[src/rtl/reg_slice_rr_arb_if.sv]
// ---------------------------------------------------------------------------
// reg_slice_rr_arb_if
//
// Handshake bundle for the round-robin arbiter register slice.
//   Upstream (requesters) : s_pld[REQ_NUM], s_vld, s_last  -> arbiter
//                           s_rdy (one-hot or zero)        <- arbiter
//   Downstream            : m_pld, m_vld, m_last, m_id     <- arbiter
//                           m_rdy                          -> arbiter
// Modports:
//   slave  - the arbiter's view (takes requests, drives the output stage)
//   master - the environment's view (drives requests, consumes output)
// ---------------------------------------------------------------------------
interface reg_slice_rr_arb_if #(
    parameter type PLD_TYPE = logic,
    parameter int  REQ_NUM  = 4,
    parameter int  ID_W     = $clog2(REQ_NUM)
);
    PLD_TYPE              s_pld [REQ_NUM];
    logic [REQ_NUM-1:0]   s_vld;
    logic [REQ_NUM-1:0]   s_last;
    logic [REQ_NUM-1:0]   s_rdy;
    PLD_TYPE              m_pld;
    logic                 m_vld;
    logic                 m_last;
    logic [ID_W-1:0]      m_id;
    logic                 m_rdy;

    modport slave (
        input  s_pld, s_vld, s_last, m_rdy,
        output s_rdy, m_pld, m_vld, m_last, m_id
    );

    modport master (
        output s_pld, s_vld, s_last, m_rdy,
        input  s_rdy, m_pld, m_vld, m_last, m_id
    );
endinterface

[src/rtl/reg_slice_rr_arb.sv]
// ---------------------------------------------------------------------------
// reg_slice_rr_arb
//
// N-to-1 round-robin arbiter feeding a full-throughput output stage
// (main register + skid register). The winning requester's payload, last
// flag and index travel together through the stage.
//
// Ports:
//   clk  - rising-edge clock
//   rst  - asynchronous, active-high reset (clears every register)
//   bus  - reg_slice_rr_arb_if.slave: s_pld/s_vld/s_last/s_rdy requester
//          side, m_pld/m_vld/m_last/m_id/m_rdy downstream side
//
// Build option:
//   REG_SLICE_ARB_LOCK_EN - when defined, a lock FSM holds the grant on a
//   requester from its first beat until its s_last beat, so packets are
//   never interleaved and the pointer advances once per packet. When
//   undefined, arbitration is per beat and s_last is only forwarded.
//
// Lock FSM states (present only with REG_SLICE_ARB_LOCK_EN):
//   state     | meaning
//   ST_IDLE   | free round-robin arbitration
//   ST_LOCKED | grant pinned to lock_id_q until its s_last beat is accepted
// ---------------------------------------------------------------------------
module reg_slice_rr_arb #(
    parameter type PLD_TYPE = logic,
    parameter int  REQ_NUM  = 4,
    parameter int  ID_W     = $clog2(REQ_NUM)
) (
    input  logic               clk,
    input  logic               rst,
    reg_slice_rr_arb_if.slave  bus
);
    localparam int IDX_W = $clog2(REQ_NUM);
    localparam int SUM_W = IDX_W + 1;

    typedef logic [IDX_W-1:0] idx_t;

    idx_t               ptr_q, ptr_d;
    idx_t               ptr_nxt;

    idx_t               gnt_idx;
    logic               gnt_vld;
    idx_t               cand;
    logic [SUM_W-1:0]   cand_sum;

    logic               acc_rdy;
    logic               acc;
    logic               drain;
    logic [REQ_NUM-1:0] s_rdy_c;

    PLD_TYPE            in_pld;
    logic               in_last;

    logic               main_vld_q, main_vld_d;
    PLD_TYPE            main_pld_q, main_pld_d;
    logic               main_last_q, main_last_d;
    idx_t               main_id_q, main_id_d;

    logic               skid_vld_q, skid_vld_d;
    PLD_TYPE            skid_pld_q, skid_pld_d;
    logic               skid_last_q, skid_last_d;
    idx_t               skid_id_q, skid_id_d;

`ifdef REG_SLICE_ARB_LOCK_EN
    typedef enum logic {
        ST_IDLE   = 1'b0,
        ST_LOCKED = 1'b1
    } lock_state_t;

    lock_state_t        state_q;
    idx_t               lock_id_q;
`endif

    // Round-robin search: walking from the farthest candidate back to ptr
    // leaves the first valid index at or after ptr as the final winner.
    always_comb begin
        gnt_vld  = 1'b0;
        gnt_idx  = '0;
        cand     = '0;
        cand_sum = '0;
        for (int k = REQ_NUM - 1; k >= 0; k--) begin
            cand_sum = {1'b0, ptr_q} + SUM_W'(k);
            if (cand_sum >= SUM_W'(REQ_NUM)) begin
                cand_sum = cand_sum - SUM_W'(REQ_NUM);
            end
            cand = cand_sum[IDX_W-1:0];
            if (bus.s_vld[cand]) begin
                gnt_vld = 1'b1;
                gnt_idx = cand;
            end
        end
`ifdef REG_SLICE_ARB_LOCK_EN
        // A locked packet owns the port even while its source is idle.
        if (state_q == ST_LOCKED) begin
            gnt_idx = lock_id_q;
            gnt_vld = bus.s_vld[lock_id_q];
        end
`endif
    end

    // Ready only depends on skid occupancy, so there is no m_rdy -> s_rdy path.
    assign acc_rdy = ~skid_vld_q;
    assign acc     = gnt_vld & acc_rdy;
    assign drain   = main_vld_q & bus.m_rdy;
    assign in_pld  = bus.s_pld[gnt_idx];
    assign in_last = bus.s_last[gnt_idx];

    always_comb begin
        s_rdy_c = '0;
        if (gnt_vld) begin
            s_rdy_c[gnt_idx] = acc_rdy;
        end
    end

    always_comb begin
        main_vld_d  = main_vld_q;
        main_pld_d  = main_pld_q;
        main_last_d = main_last_q;
        main_id_d   = main_id_q;
        skid_vld_d  = skid_vld_q;
        skid_pld_d  = skid_pld_q;
        skid_last_d = skid_last_q;
        skid_id_d   = skid_id_q;

        if (drain && skid_vld_q) begin
            // Skid occupied means acc_rdy=0, so no new beat competes here.
            main_pld_d  = skid_pld_q;
            main_last_d = skid_last_q;
            main_id_d   = skid_id_q;
            skid_vld_d  = 1'b0;
        end else if (drain || !main_vld_q) begin
            main_vld_d = acc;
            if (acc) begin
                main_pld_d  = in_pld;
                main_last_d = in_last;
                main_id_d   = gnt_idx;
            end
        end else if (acc) begin
            skid_vld_d  = 1'b1;
            skid_pld_d  = in_pld;
            skid_last_d = in_last;
            skid_id_d   = gnt_idx;
        end
    end

    always_comb begin
        ptr_nxt = (gnt_idx == idx_t'(REQ_NUM - 1)) ? '0 : gnt_idx + idx_t'(1);
        ptr_d   = ptr_q;
`ifdef REG_SLICE_ARB_LOCK_EN
        if (acc && in_last) begin
            ptr_d = ptr_nxt;
        end
`else
        if (acc) begin
            ptr_d = ptr_nxt;
        end
`endif
    end

    always_ff @(posedge clk or posedge rst) begin
        if (rst) begin
            ptr_q       <= '0;
            main_vld_q  <= 1'b0;
            main_pld_q  <= '0;
            main_last_q <= 1'b0;
            main_id_q   <= '0;
            skid_vld_q  <= 1'b0;
            skid_pld_q  <= '0;
            skid_last_q <= 1'b0;
            skid_id_q   <= '0;
        end else begin
            ptr_q       <= ptr_d;
            main_vld_q  <= main_vld_d;
            main_pld_q  <= main_pld_d;
            main_last_q <= main_last_d;
            main_id_q   <= main_id_d;
            skid_vld_q  <= skid_vld_d;
            skid_pld_q  <= skid_pld_d;
            skid_last_q <= skid_last_d;
            skid_id_q   <= skid_id_d;
        end
    end

`ifdef REG_SLICE_ARB_LOCK_EN
    always_ff @(posedge clk or posedge rst) begin
        if (rst) begin
            state_q   <= ST_IDLE;
            lock_id_q <= '0;
        end else begin
            case (state_q)
                ST_IDLE: begin
                    if (acc && !in_last) begin
                        state_q   <= ST_LOCKED;
                        lock_id_q <= gnt_idx;
                    end
                end
                ST_LOCKED: begin
                    if (acc && in_last) begin
                        state_q <= ST_IDLE;
                    end
                end
                default: state_q <= ST_IDLE;
            endcase
        end
    end
`endif

    assign bus.s_rdy  = s_rdy_c;
    assign bus.m_vld  = main_vld_q;
    assign bus.m_pld  = main_pld_q;
    assign bus.m_last = main_last_q;
    assign bus.m_id   = ID_W'(main_id_q);

endmodule

[src/flat_wrapper.sv]
// flat-port wrapper written by rule: the top's interface ports become plain ports
module reg_slice_rr_arb_flat 
#(
    parameter type PLD_TYPE = logic,
    parameter int  REQ_NUM  = 4,
    parameter int  ID_W     = $clog2(REQ_NUM)
)
  (clk, rst, bus_s_pld, bus_s_vld, bus_s_last, bus_m_rdy, bus_s_rdy, bus_m_pld, bus_m_vld, bus_m_last, bus_m_id);
  reg_slice_rr_arb_if #(.PLD_TYPE(PLD_TYPE), .REQ_NUM(REQ_NUM), .ID_W(ID_W)) bus_i ();
  input  logic clk;
  input  logic rst;
  input wire logic [$bits(bus_i.s_pld)-1:0] bus_s_pld;
  input wire logic [$bits(bus_i.s_vld)-1:0] bus_s_vld;
  input wire logic [$bits(bus_i.s_last)-1:0] bus_s_last;
  input wire logic [$bits(bus_i.m_rdy)-1:0] bus_m_rdy;
  output wire logic [$bits(bus_i.s_rdy)-1:0] bus_s_rdy;
  output wire logic [$bits(bus_i.m_pld)-1:0] bus_m_pld;
  output wire logic [$bits(bus_i.m_vld)-1:0] bus_m_vld;
  output wire logic [$bits(bus_i.m_last)-1:0] bus_m_last;
  output wire logic [$bits(bus_i.m_id)-1:0] bus_m_id;
  assign bus_i.s_pld = {>>{bus_s_pld}};
  assign bus_i.s_vld = bus_s_vld;
  assign bus_i.s_last = bus_s_last;
  assign bus_i.m_rdy = bus_m_rdy;
  assign bus_s_rdy = bus_i.s_rdy;
  assign bus_m_pld = bus_i.m_pld;
  assign bus_m_vld = bus_i.m_vld;
  assign bus_m_last = bus_i.m_last;
  assign bus_m_id = bus_i.m_id;
  reg_slice_rr_arb #(.PLD_TYPE(PLD_TYPE), .REQ_NUM(REQ_NUM), .ID_W(ID_W)) u_core (.clk(clk), .rst(rst), .bus(bus_i));
endmodule
[config.mk]
export PLATFORM = sky130hd
export DESIGN_NAME = reg_slice_rr_arb_flat
export DESIGN_NICKNAME = d
export VERILOG_FILES = /design/src/rtl/reg_slice_rr_arb_if.sv /design/src/rtl/reg_slice_rr_arb.sv /design/src/flat_wrapper.sv
export SDC_FILE = /design/constraint.sdc
export NUM_CORES = 1
export LEC_CHECK = 0
export BUFFER_PORTS_ARGS = -buffer_cell sky130_fd_sc_hd__buf_4
export CORE_UTILIZATION = 46
export CTS_BUF_LIST = sky130_fd_sc_hd__clkbuf_4
export CTS_CLUSTER_SIZE = 8
export DETAILED_ROUTE_END_ITERATION = 12
export PLACE_DENSITY_LB_ADDON = 0.12
export SYNTH_ARGS = -nofsm -noshare
export SYNTH_HDL_FRONTEND = slang
export SYNTH_SLANG_ARGS = --single-unit
[constraint.sdc]
create_clock -name clk -period 1.9 [get_ports clk]
set_clock_uncertainty 0.05 [all_clocks]
set_input_delay 0.095 -clock clk [delete_from_list [all_inputs] [get_ports clk]]
set_output_delay 0.095 -clock clk [all_outputs]
set_load 0.05 [all_outputs]
==> metrics.cfg <==
[outcome]
status=complete, but fails checks
violations=setup timing

[critical_path]
crit_chain=nor2b_2 > or4b_4 > nand2_4 > ha_4 > inv_2 > nor2_4 > buf_6
r2r_cells=6
end_kind=primary output
arrival_ns=1.81
cp.required_ns=1.75
path_max_fanout=3
reg2reg_from=u_core.ptr_q[0]
r2r_end=u_core.skid_pld_q
startpoint_type=register
critPathMaxStageDelay_ns=0.51
path_class=reg -> out
slowest_stage=or4b_4
r2r_slack_ns=-0.03

[synth]
synth_compound_area_share_pct=21.8
yosysWarnings=0
synth-xor-area-share_pct=0
synth_cells=85
seq_area_frac_synth_pct=39.3
avgSynthCellArea_um2=8.99
synth_fp_nets=101
synthSimpleGateAreaFrac_pct=25.0
synthAdderAreaFrac_pct=1.64
syn-cell-area_um2=764
yosysTopAreaCell=dfrtp_1
synth_cell_types=30
ys_seq_elements=12
ys_top_cells_by_area=dfrtp_1 39%, mux2_2 5.9%, nand2_1 4.4%
synth.area.mux_share_pct=7.20
synth_top_family_by_area=simple AND/OR/NAND/NOR gates
yosys.area.top_type_share_pct=39.3

[timing]
hold_viol=0
post-route-period-util_pct=103
setup_viol=3
fin_ws_ns=-0.0501
post-route-min-period_ns=1.95
worstMarginPinSlew_ns=0.484
maxSlewViolCount=0
fmax_mhz=513
rsz0062_at_grt=true
relSlewSlack_pct=67.6

[job]
drv_cap=0

[min_path]
hold_end=u_core.skid_vld_q
hp-start=bus_m_rdy
min_path_type=in -> reg
holdPathStages=3

[final_layout]
nNetsFinal=140
area_delta_synth_final_pct=55.0
final_common_cell=buf_4
multi_input_area_um2=505
final_util_pct=77.8
mostFrequentLayoutCells=31 x buf_4, 12 x dfrtp_1, 7 x nand2_1, 7 x buf_6, 6 x nor2_1
final_cell_area_mm2=0.00118
seqCellArea_um2=300
diodes=0
drive_above_1_share_pct=49.2
fillers=91

[floorplan]
core_area_mm2=0.00152
num_io_pins=24
die_h_um=42.8
start_util_pct=50.2
dieArea_mm2=0.00183
dieWidth_um=42.8
rows=14

[pwr]
p_per_area_mw_per_mm2=1790
finalPower_mw=2.12
leakagePower_nw=0.569
vdd_drop_max_mv=1.11

[clocking]
numCtsBuffers=3
clkSinkCount=12
ctsLongestPathBuffers=2
cts_tree=yes
htree_levels=1
clk-insertion-delay-late_ns=0.27
clock-root-buffer=clkbuf_4
path_clk_slew_ns=0.07

[placement]
hpwlAfterDp_um=1430
pre_cts_slack_ns=-0.0217
io_buffers=23
gp_congestion=0.882
placed_area_mm2=0.00102

[global_routing]
antenna_found_initial=0
grt_max_degree=13
grt_pass1_vias=798
track_usage_pct=24.8
grt_overflow=0
grt_pass1_wl_um=3430

[drt]
vias=800
wire_per_inst_um=15.5
dr.pass1.iters=4
wl_um=2150
drt-initial-drc-count=17
ant_nets=0
drc=0
vias_per_cell=5.80

-- stage by stage --
| step | TNS (ns) | hold slack, ns | instances |
|---|---|---|---|
| after floorplan | -0.0541 | -0.0903 | 85 |
| after global placement | 0 | 0.0801 | 125 |
| after detailed placement | -0.0428 | 0.0885 | 125 |
| after CTS | -0.00907 | 0.136 | 138 |
| after global routing | -0.403 | 0.158 | 138 |
| final | -0.119 | 0.145 | 138 |
-- timing repair --
action                                  4_1_cts  5_1_grt
gates resized for setup                      11        7
hold buffers                                  1        0
endpoints found under the setup margin        6        8
pin swaps                                     5        2
hold endpoints to repair                     12        0
buffers inserted                              9        0
-- per-layer routing --
metal	GRT usage, %	part of all wire [%]	up-vias
li1	-	-	386
met4	8.75	3.8	0
met5	0	0	-
met1	31.5	43	374
met2	41.5	48	30
met3	4.68	5.3	10
-- power breakdown --
part	switching, mW	total, mW	internal (mW)
combinational	0.816	1.48	0.660
clock	0.0813	0.155	0.0733
sequential	0.0999	0.489	0.390
total	0.997	2.12	1.12
-- critical path: cells and delay by family, from the launching register on --
family / cells / cell delay, ns
flops: 1 / 0.42
fa+ha+maj: 1 / 0.14
buf+inv: 2 / 0.20
simple gates: 4 / 0.77
-- cells in the mapped netlist --
library cell	instances
a221oi_1	2
ha_1	1
mux2_2	4
nand3_1	5
nor3_1	2
nor2b_1	4
a21o_1	4
dfrtp_1	12
a22o_1	3
clkbuf_2	1
o31ai_1	1
o21bai_1	1
nor3b_2	1
a21bo_1	2
and2_1	1
a31oi_1	1
nor4_1	2
or4_1	1
clkbuf_1	1
a21oi_1	2
a211o_1	1
nand2_1	9
a32oi_1	2
nor2_1	7
mux2i_1	1
buf_2	3
o21ai_0	3
inv_1	4
or4b_1	1
nor3b_1	3
-- final cells by class --
type,count,share of cell area (%)
clock buffer,3,1.90
inverter,4,1.27
multi-input combinational,64,42.7
sequential,12,25.3
tap,16,1.69
timing repair buffer,39,27.1
-- cells by family (layout without fill, tap and decap cells) --
kind of cell | count (synthesis) | count (layout)
DFF | 12 | 12
buffers and inverters | 9 | 46
AOI/OAI and AO/OA | 22 | 22
muxes | 5 | 5
adders and majority gates | 1 | 1
and+or+nand+nor | 36 | 36
-- worst max path at each step --
| stage | slack [ns] | start | to |
|---|---|---|---|
| after global routing | -0.10 | u_core.ptr_q[0] | bus_s_rdy[3] |
| after global placement | 0.03 | u_core.ptr_q[0] | u_core.skid_pld_q |
| final | -0.05 | u_core.ptr_q[0] | bus_s_rdy[3] |
| after detailed placement | -0.02 | u_core.ptr_q[0] | u_core.skid_pld_q |
| after floorplan | -0.05 | u_core.ptr_q[1] | bus_s_rdy[0] |
| after CTS | -0.009 | u_core.ptr_q[1] | bus_s_rdy[1] |
-- flip-flops by register name, indices dropped and copies added (netlist names) --
signal / cells
u_core.skid_last_q: 1
u_core.skid_pld_q: 1
u_core.bus.m_id: 2
u_core.bus.m_pld: 1
u_core.bus.m_last: 1
u_core.skid_id_q: 2
u_core.bus.m_vld: 1
u_core.ptr_q: 2
u_core.skid_vld_q: 1
Power figures use the tool's default switching activity.
